### config.mk
export PLATFORM = sky130hd
export DESIGN_NAME = calc_sequencer
export DESIGN_NICKNAME = d
export VERILOG_FILES = /design/src/rtl/calc_pkg.sv /design/src/rtl/edge_detect.sv /design/src/rtl/calc_sequencer.sv
export SDC_FILE = /design/constraint.sdc
export NUM_CORES = 1
export LEC_CHECK = 0
export CELL_PAD_IN_SITES_DETAIL_PLACEMENT = 1
export CELL_PAD_IN_SITES_GLOBAL_PLACEMENT = 1
export CORE_MARGIN = 2
export CORE_UTILIZATION = 32
export DETAILED_ROUTE_END_ITERATION = 12
export GPL_TIMING_DRIVEN = 1
export HOLD_SLACK_MARGIN = 0.15
export PLACE_DENSITY = 0.8
export SLEW_MARGIN = 30
export SYNTH_ARGS = -nofsm -noshare
export SYNTH_HDL_FRONTEND = slang
export SYNTH_SLANG_ARGS = --single-unit
### constraint.sdc
create_clock -name clk -period 1.55 [get_ports clk]
set_input_delay 0.2325 -clock clk [delete_from_list [all_inputs] [get_ports clk]]
set_output_delay 0.2325 -clock clk [all_outputs]
set_load 0.005 [all_outputs]
### src/rtl/calc_pkg.sv
// Shared definitions for the calculator sequencer and its external ALU.
package calc_pkg;

    localparam int unsigned DEFAULT_WIDTH = 16;
    localparam int unsigned OP_W          = 2;
    localparam int unsigned STATE_W       = 3;

    localparam logic [OP_W-1:0] OP_ADD = 2'd0;
    localparam logic [OP_W-1:0] OP_SUB = 2'd1;
    localparam logic [OP_W-1:0] OP_AND = 2'd2;
    localparam logic [OP_W-1:0] OP_OR  = 2'd3;

    typedef enum logic [STATE_W-1:0] {
        S_A    = 3'd0,
        S_B    = 3'd1,
        S_OP   = 3'd2,
        S_CALC = 3'd3,
        S_RES  = 3'd4
    } state_e;

endpackage

### src/rtl/edge_detect.sv
// Single-pulse rising-edge detector for a debounced button level.
module edge_detect (
    input  logic clk,
    input  logic rst_n,
    input  logic i_level,
    output logic o_press_c
);

    logic r_q;
    logic r_armed;

    // Armed only after the level has been seen low, so a button held through reset stays silent.
    always_ff @(posedge clk or negedge rst_n) begin
        if (!rst_n) begin
            r_q     <= 1'b0;
            r_armed <= 1'b0;
        end else begin
            r_q     <= i_level;
            r_armed <= r_armed | ~i_level;
        end
    end

    assign o_press_c = i_level & ~r_q & r_armed;

endmodule

### src/rtl/calc_sequencer.sv
// Operand/operation entry sequencer driving an external ALU and a 7-segment display.
module calc_sequencer
    import calc_pkg::*;
#(
    parameter int unsigned WIDTH = DEFAULT_WIDTH
) (
    input  logic               clk,
    input  logic               rst_n,
    input  logic [WIDTH-1:0]   data_in,
    input  logic [OP_W-1:0]    op_in,
    input  logic               enter,
    input  logic               undo,
    input  logic [WIDTH-1:0]   alu_result,
    input  logic               alu_error,
    output logic [WIDTH-1:0]   alu_a,
    output logic [WIDTH-1:0]   alu_b,
    output logic [OP_W-1:0]    alu_op,
    output logic [WIDTH-1:0]   display,
    output logic [STATE_W-1:0] state_o,
    output logic               result_valid,
    output logic               error_o
);

    logic w_enter;
    logic w_undo;

    edge_detect u_enter_edge (
        .clk       (clk),
        .rst_n     (rst_n),
        .i_level   (enter),
        .o_press_c (w_enter)
    );

    edge_detect u_undo_edge (
        .clk       (clk),
        .rst_n     (rst_n),
        .i_level   (undo),
        .o_press_c (w_undo)
    );

    state_e            r_state,  w_state_nxt;
    logic [WIDTH-1:0]  r_alu_a,  w_alu_a_nxt;
    logic [WIDTH-1:0]  r_alu_b,  w_alu_b_nxt;
    logic [OP_W-1:0]   r_alu_op, w_alu_op_nxt;
    logic [WIDTH-1:0]  r_result, w_result_nxt;
    logic              r_err,    w_err_nxt;
    logic              r_valid,  w_valid_nxt;

    always_ff @(posedge clk or negedge rst_n) begin
        if (!rst_n) begin
            r_state  <= S_A;
            r_alu_a  <= '0;
            r_alu_b  <= '0;
            r_alu_op <= '0;
            r_result <= '0;
            r_err    <= 1'b0;
            r_valid  <= 1'b0;
        end else begin
            r_state  <= w_state_nxt;
            r_alu_a  <= w_alu_a_nxt;
            r_alu_b  <= w_alu_b_nxt;
            r_alu_op <= w_alu_op_nxt;
            r_result <= w_result_nxt;
            r_err    <= w_err_nxt;
            r_valid  <= w_valid_nxt;
        end
    end

    // Undo is tested first in every state so it wins over a simultaneous enter.
    always_comb begin
        w_state_nxt  = r_state;
        w_alu_a_nxt  = r_alu_a;
        w_alu_b_nxt  = r_alu_b;
        w_alu_op_nxt = r_alu_op;
        w_result_nxt = r_result;
        w_err_nxt    = r_err;
        w_valid_nxt  = r_valid;
        case (r_state)
            S_A: begin
                if (!w_undo && w_enter) begin
                    w_alu_a_nxt = data_in;
                    w_state_nxt = S_B;
                end
            end
            S_B: begin
                if (w_undo) begin
                    w_state_nxt = S_A;
                end else if (w_enter) begin
                    w_alu_b_nxt = data_in;
                    w_state_nxt = S_OP;
                end
            end
            S_OP: begin
                if (w_undo) begin
                    w_state_nxt = S_B;
                end else if (w_enter) begin
                    w_alu_op_nxt = op_in;
                    w_state_nxt  = S_CALC;
                end
            end
            S_CALC: begin
                w_result_nxt = alu_result;
                w_err_nxt    = alu_error;
                w_valid_nxt  = 1'b1;
                w_state_nxt  = S_RES;
            end
            S_RES: begin
                if (w_undo || (w_enter && r_err)) begin
                    w_valid_nxt = 1'b0;
                    w_err_nxt   = 1'b0;
                    w_state_nxt = S_A;
                end else if (w_enter) begin
                    w_alu_a_nxt = r_result;
                    w_valid_nxt = 1'b0;
                    w_state_nxt = S_B;
                end
            end
            default: begin
                w_state_nxt = S_A;
            end
        endcase
    end

    always_comb begin
        display = '0;
        case (r_state)
            S_A, S_B:      display = data_in;
            S_OP:          display = WIDTH'(op_in);
            S_CALC, S_RES: display = r_result;
            default:       display = '0;
        endcase
    end

    assign alu_a        = r_alu_a;
    assign alu_b        = r_alu_b;
    assign alu_op       = r_alu_op;
    assign state_o      = r_state;
    assign result_valid = r_valid;
    assign error_o      = r_err;

endmodule

==> run metrics <==
status finished, violations left; failing checks setup timing; launching element type of the critical path flop; TritonRoute pass-1 iters 4; FF-to-FF Start state_o[0]; vias 2545; Cell Rows 34; I/O pin cnt 94; VDD IR max 0.782 mV; Max-slew headroom 0.766; layout cells sized above 1 0.551; Antenna Cells 0; GRT overflow 0; initial antenna violation count 0; H-Tree Level Count 3; first-pass GRT wire length 15.9 mm; Reg2Reg Depth 6; Top cell by count, worst path buf_6; Yosys top cell by area dfrtp_1; Netlist Area Pre-Place 0.00290 sq mm; crit end category flop; final RePlAce weighted congestion 0.761; Die Span Y 99.2 um; WP data arrival 2.10 ns; HP Class in -> async; part of the power in registers 0.351; final worst path period need 1.88 ns; RSZ-0062 raised after global routing yes; final net count 430; worst-path cell chain buf_6, buf_8, a211o_1, nor3_4, buf_6, mux2_2; syn_area_per_cell 12.3 sq um; cell-internal power 5.60 mW; Final Util 0.583; dpl hpwl 6.12 mm; final hold violations 0; Sw Pwr 2.58 mW; hold_ws 0.447 ns; Worst Skew 0.0104 ns; Root Driver clkbuf_8; cts bufs inserted 9; I/O Buffers 93; Slew @ Worst Pin 0.350 ns; final wirelength 10.9 mm; CP required 1.77 ns; Clock power frac 0.174; All-Layer GR Usage 0.210; Critical-path top delay cell dfrtp_2; Ys Warns 0; Peak Freq 0.533 GHz; clock sink count 59; routed len/inst 21.7 um; DIE WIDTH 99.2 um; Synth Instances 235; Core ar. 0.00876 sq mm; drt initial violations 65; Die Footprint 0.00984 sq mm; vias per cell 5.05; largest net degree at the start of global routing 60; Worst-path clk slew 0.07 ns; worst-skew pair later-pin latency 0.34 ns; Longest Clk Path Bufs 2; Seq/Total Area, Yosys 0.509; synth unique cells 35; top-area cell type share of the netlist area 0.509; Initial Utilization 0.331; Final setup viols 71; switch share 0.316; combinational share of power 0.475; Slew Viols, Final 0; CP Class reg -> reg; final worst-path cycle share 1.21; Area growth, synth to finish 76.1%; Routed Antenna Nets 0; crit-path max cell delay 0.45 ns; vias in the first global route 2922; Max FO, Critical Path 9; TNS Setup -17.60 ns; Total Power 8.18 mW; # DRC 0; Worst Slack Setup Final -0.328 ns; RR Endpoint alu_a[13]; CTS tree done; internal reg-to-reg setup slack -0.33 ns; power per cell area 1600 mW/mm^2; post-synthesis register bit count 59; syn nets 274; synth top area cells dfrtp_1, mux2_2, nor2b_1; Lkg Pwr 2.29 nW; number of max-cap violations 0
logic make-up after synthesis:
family	synth area share
buf+inv	0.0315
flops	0.509
mux	0.263
compound gates	0.0786
simple gates	0.117
through the flow:
stage	instances	setup slack, ns	instance area, sq um
6_report	504	-0.328	5100
4_1_cts	497	-0.322	4800
2_1_floorplan	235	-0.209	2920
3_3_place_gp	463	-0.400	4220
3_5_place_dp	463	-0.439	4220
5_1_grt	504	-0.387	5100
cell usage in the layout, fill, tap and decap left out, types with 4 or more instances in the layout:
cell type and instances:
buf_12 6, a21oi_2 14, buf_8 4, dfrtp_1 57
nand2_1 5, o21ai_1 6, buf_4 36, buf_2 17
mux2_2 21, nand2_4 4, nand2_2 7, clkdlybuf4s50_1 72
mux2_4 45, nor2b_2 4, nor2b_1 11, clkbuf_8 10
buf_6 17, nor2_1 4, o21ai_2 8
cell type report:
| type | instances | area [sq um] |
|---|---|---|
| fill | 893 | 3660 |
| multi-input combinational | 160 | 1720 |
| timing repair buffer | 159 | 1570 |
| sequential | 59 | 1480 |
| clock buffer | 11 | 141 |
| tap | 108 | 135 |
| clock inverter | 5 | 52.6 |
| inverter | 2 | 7.51 |
state kept, by name, indices dropped and copies added, names as in the netlist, 2 cells and up:
name,flops
alu_op,2
state_o,3
alu_b,16
r_result,16
alu_a,16
what timing repair did:
| item | in CTS | in global routing |
|---|---|---|
| setup buffers | 14 | 8 |
| pin swaps | 6 | 14 |
| setup endpoints to repair | 52 | 72 |
| gates cloned | 3 | 2 |
| hold buffers | 1 | 0 |
| endpoints found under the hold margin | 59 | 0 |
| resized for setup | 160 | 66 |
synth_stat cells, drive strengths merged:
library cell	instances
a211o	1
a211oi	2
a21boi	1
a21o	2
a21oi	15
and2	1
and3b	2
buf	9
clkbuf	5
dfrtp	59
inv	2
mux2	66
mux2i	2
nand2	16
nand2b	3
nand3	2
nand3b	3
nand4bb	1
nor2	4
nor2b	15
nor3	1
nor3b	2
nor4	1
o21a	1
o21ai	14
o22a	1
o22ai	2
o31ai	1
or3b	1
metal layers:
metal	track usage	vias to the layer above	part of all wire	wire length, um
met5	0	-	0	0
met4	0.0717	0	0.017	183
met3	0.0429	15	0.040	433
met2	0.382	71	0.52	5690
met1	0.245	1308	0.42	4630
li1	-	1151	-	-
worst max-delay path: cells and delay by family (launching register included):
kind	cells	cell delay (ns)
buffers and inverters	3	0.46
DFF	1	0.45
muxes	1	0.34
AOI/OAI and AO/OA	1	0.32
and+or+nand+nor	1	0.18
worst max path at each step:
stage                          start    endpoint  slack [ns]  cells past startpoint
after global routing      state_o[0]  display[6]       -0.39                      6
after global placement    data_in[4]  display[4]       -0.40                      5
after CTS                 state_o[1]  display[3]       -0.32                      7
final                     state_o[0]   alu_a[13]       -0.33                      6
after detailed placement       enter   alu_b[11]       -0.44                      5
after floorplan           state_o[0]   alu_a[11]       -0.21                      5
power groups by stage:
stage | registers [mW] | clock network (mW) | logic [mW]
2_1_floorplan | 2.69 | 0 | 1.16
3_3_place_gp | 2.69 | 0 | 2.89
3_5_place_dp | 2.74 | 0 | 2.98
4_1_cts | 2.78 | 1.43 | 3.55
5_1_grt | 2.95 | 1.51 | 4.12
6_report | 2.87 | 1.43 | 3.89
No activity file was read; power rests on OpenSTA's default activity.
